## src/rtl/pipe_pkg.sv

```systemverilog
// Shared definitions for the skid-buffered pipeline stage.
package pipe_pkg;

    typedef enum logic [1:0] {
        EMPTY = 2'd0,
        ONE   = 2'd1,
        TWO   = 2'd2
    } state_e;

    localparam int CNT_W_DEFAULT = 16;

endpackage

```

## src/rtl/sat_counter.sv

```systemverilog
// Saturating performance counter; adds 0..3 per cycle and sticks at all-ones.
module sat_counter #(
    parameter int W = 16
) (
    input  logic         clk,
    input  logic         reset,
    input  logic [1:0]   inc,
    output logic [W-1:0] count
);

    localparam logic [W-1:0] MAX = '1;

    // Two extra bits so the sum cannot wrap before the saturation compare.
    logic [W+1:0] sum;
    assign sum = {2'b00, count} + {{W{1'b0}}, inc};

    always_ff @(posedge clk) begin
        if (reset)
            count <= '0;
        else if (sum > {2'b00, MAX})
            count <= MAX;
        else
            count <= sum[W-1:0];
    end

endmodule

```

## src/rtl/pipe_skid_stage.sv

```systemverilog
// Pipeline stage register with valid/ready handshake, two-entry skid buffer and flush.
module pipe_skid_stage
    import pipe_pkg::*;
#(
    parameter int WIDTH = 32,
    parameter int CNT_W = CNT_W_DEFAULT
) (
    input  logic             clk,
    input  logic             reset,
    input  logic             flush,
    input  logic             in_valid,
    output logic             in_ready,
    input  logic [WIDTH-1:0] in_data,
    output logic             out_valid,
    input  logic             out_ready,
    output logic [WIDTH-1:0] out_data,
    output logic [CNT_W-1:0] stall_cnt,
    output logic [CNT_W-1:0] drop_cnt
);

    state_e           state_q;
    state_e           st;
    logic [WIDTH-1:0] main_q;
    logic [WIDTH-1:0] skid_q;
    logic             accept;
    logic             send;
    logic [1:0]       stall_inc;
    logic [1:0]       drop_inc;

    // The unused encoding behaves as EMPTY.
    always_comb begin
        case (state_q)
            ONE:     st = ONE;
            TWO:     st = TWO;
            default: st = EMPTY;
        endcase
    end

    assign in_ready  = (st != TWO) & ~flush;
    assign out_valid = (st != EMPTY) & ~flush;
    assign out_data  = main_q;
    assign accept    = in_valid & in_ready;
    assign send      = out_valid & out_ready;

    always_ff @(posedge clk) begin
        if (reset) begin
            state_q <= EMPTY;
            main_q  <= '0;
            skid_q  <= '0;
        end else if (flush) begin
            state_q <= EMPTY;
            main_q  <= '0;
            skid_q  <= '0;
        end else begin
            case (st)
                EMPTY: if (accept) begin
                    state_q <= ONE;
                    main_q  <= in_data;
                end
                ONE: begin
                    if (accept && send) begin
                        main_q <= in_data;
                    end else if (accept) begin
                        state_q <= TWO;
                        skid_q  <= in_data;
                    end else if (send) begin
                        state_q <= EMPTY;
                    end
                end
                TWO: if (send) begin
                    state_q <= ONE;
                    main_q  <= skid_q;
                end
                default: state_q <= EMPTY;
            endcase
        end
    end

    always_comb begin
        stall_inc = {1'b0, ~flush & (st != EMPTY) & ~out_ready};
        drop_inc  = 2'd0;
        if (flush) begin
            case (st)
                ONE:     drop_inc = 2'd1;
                TWO:     drop_inc = 2'd2;
                default: drop_inc = 2'd0;
            endcase
        end
    end

    sat_counter #(.W(CNT_W)) u_stall_cnt (
        .clk   (clk),
        .reset (reset),
        .inc   (stall_inc),
        .count (stall_cnt)
    );

    sat_counter #(.W(CNT_W)) u_drop_cnt (
        .clk   (clk),
        .reset (reset),
        .inc   (drop_inc),
        .count (drop_cnt)
    );

endmodule

```

## config.mk

```make
export PLATFORM = sky130hd
export DESIGN_NAME = pipe_skid_stage
export DESIGN_NICKNAME = d
export VERILOG_FILES = /design/src/rtl/pipe_pkg.sv /design/src/rtl/sat_counter.sv /design/src/rtl/pipe_skid_stage.sv
export SDC_FILE = /design/constraint.sdc
export NUM_CORES = 1
export LEC_CHECK = 0
export BUFFER_PORTS_ARGS = -buffer_cell sky130_fd_sc_hd__buf_2
export CELL_PAD_IN_SITES_DETAIL_PLACEMENT = 1
export CELL_PAD_IN_SITES_GLOBAL_PLACEMENT = 1
export CORE_MARGIN = 5
export CORE_UTILIZATION = 40
export DETAILED_ROUTE_END_ITERATION = 8
export GPL_ROUTABILITY_DRIVEN = 0
export PLACE_DENSITY = 0.84
export SKIP_CTS_REPAIR_TIMING = 1
export SLEW_MARGIN = 20
export SYNTH_ARGS = -nofsm -noshare
export SYNTH_HDL_FRONTEND = slang
export SYNTH_SLANG_ARGS = --single-unit
```

## constraint.sdc

```tcl
create_clock -name clk -period 3.9 [get_ports clk]
set_input_delay 0.39 -clock clk [delete_from_list [all_inputs] [get_ports clk]]
set_output_delay 0.39 -clock clk [all_outputs]
set_load 0.005 [all_outputs]
```

==> metrics <==
status completed; Initial DRT Pass Iterations 4; global-route wire length before repair 20,000 um; Final setup viols 0; PwrDens 356 mW/mm2; Worst slew margin 0.335; Seq/Total Area, Yosys 0.441; I/O Buffers 102; Yosys reg bits 98; post-synth cell types 44; gr usage total 0.186; EDFF count, synth 0; Worst Path Class, Setup reg -> reg; final slew viol count 0; CTS Sinks 98; Critical Path Fanout Max 13; worst hold stages 3; starting density of the core 0.409; Post-Route WL 12,100 um; DRC viols 0; Post-Route Setup TNS 0 ns; RSZ-0062 raised after global routing false; share of cells above drive strength 1 0.287; Via density 5.39; htree depth 3; 1st-iter DRT viols 238; IO Count 103; reg2reg path depth 9; Total Die Area 0.0133 mm2; period utilization 0.769; CP Data Arrival Time 3.27 ns; worst hold path type in -> reg; vias in the first global route 4,058; Die X 115 um; Post-Layout Cell Count 708; post-DP HPWL 8430 um; CTS max path bufs 2; Placed Instances 692; data required time of the critical path 4.17 ns; ANT nets after route 0; VDD IR-drop max 0.175 mV; synth warn 0; grt total ovfl 0; Nets 609; Clk Latency, worst-skew pair 0.36 ns; Top FF cell, synth dfxtp_1; CTS Buf Count 9; via total after detailed routing 3,814; antenna violations before repair 0; Layout Skew 0.00844 ns; Tightest Pin Transition 0.997 ns; leakage power 0.00188 uW; row cnt 38; Routed WL per cell 17.1 um; crit path time final 3.00 ns; per-instance average area after synthesis 9.31 um2; fillcell total 1,284; CTS root buffer clkbuf_8; largest net degree at the start of global routing 42; Mapped Cells 478; max-cap viol count 0; Synth Cell Area 0.00445 mm2; FMAX 0.333 GHz; # diodes 0; CTS clock-pin slew for the worst setup and hold paths 0.10 ns; core region area 0.0109 mm2; async set-reset flop share out of synthesis 0; Critical Path Source Type flop; CTS tree yes; chip height 115 um; Synth Net Count 524; Setup crit end kind flop; hold violation count in the final report 0; Area Growth Syn to Fin 16.3%
==> metal layers <==
layer,vias up,global-route usage,part of all wire
li1,1867,-,-
met1,1871,0.231,0.44
met4,0,0.0587,0.013
met2,65,0.334,0.52
met3,11,0.0245,0.029
met5,-,0,0
==> state kept, by name, summed over array words and instances (netlist names) <==
register / flops
out_data: 32
u_stall_cnt.count: 16
u_drop_cnt.count: 16
state_q: 2
skid_q: 32
==> cell families (layout without fill, tap and decap cells) <==
logic type,count (synthesis),after routing,share of synthesized area
muxes,33,33,0.0743
DFF,98,98,0.441
xor gates and xnor gates,20,20,0.0394
and+or+nand+nor,136,136,0.147
adders and majority gates,9,9,0.0270
AOI/OAI and AO/OA,141,141,0.222
buffers and inverters,41,131,0.0489
==> where the power goes <==
group | switching (uW) | internal (uW) | total [uW]
sequential | 11.8 | 1020 | 1030
combinational | 125 | 76.3 | 201
clock | 356 | 250 | 605
==> worst max-delay path: stages, from the launching register on <==
cell     delay [ns]
dfxtp_1        0.40
inv_1          0.07
ha_2           0.33
nor3_1         0.28
ha_1           0.21
ha_1           0.21
nand2_1        0.14
nor4_2         0.42
nand4_1        0.54
a21oi_1        0.32
==> final cells by class <==
| cell class | instances | area [um2] | share of cell area |
|---|---|---|---|
| multi-input combinational | 339 | 2270 | 0.439 |
| sequential | 98 | 1960 | 0.379 |
| timing repair buffer | 109 | 563 | 0.109 |
| tap | 140 | 175 | 0.0339 |
| clock buffer | 10 | 138 | 0.0266 |
| clock inverter | 6 | 40.0 | 0.00774 |
| inverter | 6 | 22.5 | 0.00435 |
==> synthesized netlist by cell type, types with 2 or more instances <==
library cell  count  area, um2
nand3_1          10       50.1
a31oi_1           5       31.3
buf_1             2       7.51
mux2i_1          33        330
ha_1              8        100
buf_4             4       30.0
nor2b_1           3       18.8
dfxtp_1          98       1960
nor2_1           10       37.5
o21ai_0           2       10.0
buf_8             3       45.0
and3_1            3       18.8
nor3_1            9       45.0
buf_2            12       60.1
nor4b_1           2       17.5
xnor2_1          16        140
nand4_1           5       31.3
nor4_1            4       25.0
a211oi_2         30        375
a211oi_1          7       52.6
clkbuf_1         14       52.6
nand2_1          74        278
xor2_1            4       35.0
inv_1             6       22.5
and2_1            3       18.8
or3_1             2       12.5
nor3b_1           2       15.0
a21oi_1          91        455
==> cell usage in the layout, fill, tap and decap left out, types with 7 or more instances in the layout <==
cell type,n
a211oi_1,7
a211oi_2,30
a21oi_1,91
buf_2,102
buf_4,7
clkbuf_8,10
dfxtp_1,98
ha_1,7
mux2i_1,33
nand2_1,74
nand3_1,10
nor2_1,10
nor3_1,9
xnor2_1,16
==> final timing paths <==
kind                                         startpoint                         endpoint  slack, ns
worst min register to register  skid_q[21]$_SDFFE_PP0P_          skid_q[21]$_SDFFE_PP0P_       0.46
worst min-delay path                         in_data[5]           skid_q[5]$_SDFFE_PP0P_       0.27
worst max register to register  state_q[0]$_SDFFE_PP0P_  u_stall_cnt.count[3]$_SDFF_PP0_       0.90
worst max-delay path            state_q[0]$_SDFFE_PP0P_  u_stall_cnt.count[3]$_SDFF_PP0_       0.90
==> through the flow <==
step | hold slack [ns] | setup slack [ns] | instance area (um2) | utilization | power [uW]
after floorplan | 0.436 | 1.19 | 4450 | - | 1200
after global placement | 0.441 | 1.18 | 4990 | 0.459 | 1250
after detailed placement | 0.448 | 0.966 | 4990 | 0.459 | 1260
after CTS | 0.250 | 0.908 | 5170 | 0.475 | 1860
after global routing | 0.259 | 0.674 | 5170 | 0.475 | 1930
final | 0.274 | 0.901 | 5170 | 0.475 | 1840
No activity file was read; power rests on OpenSTA's default activity.
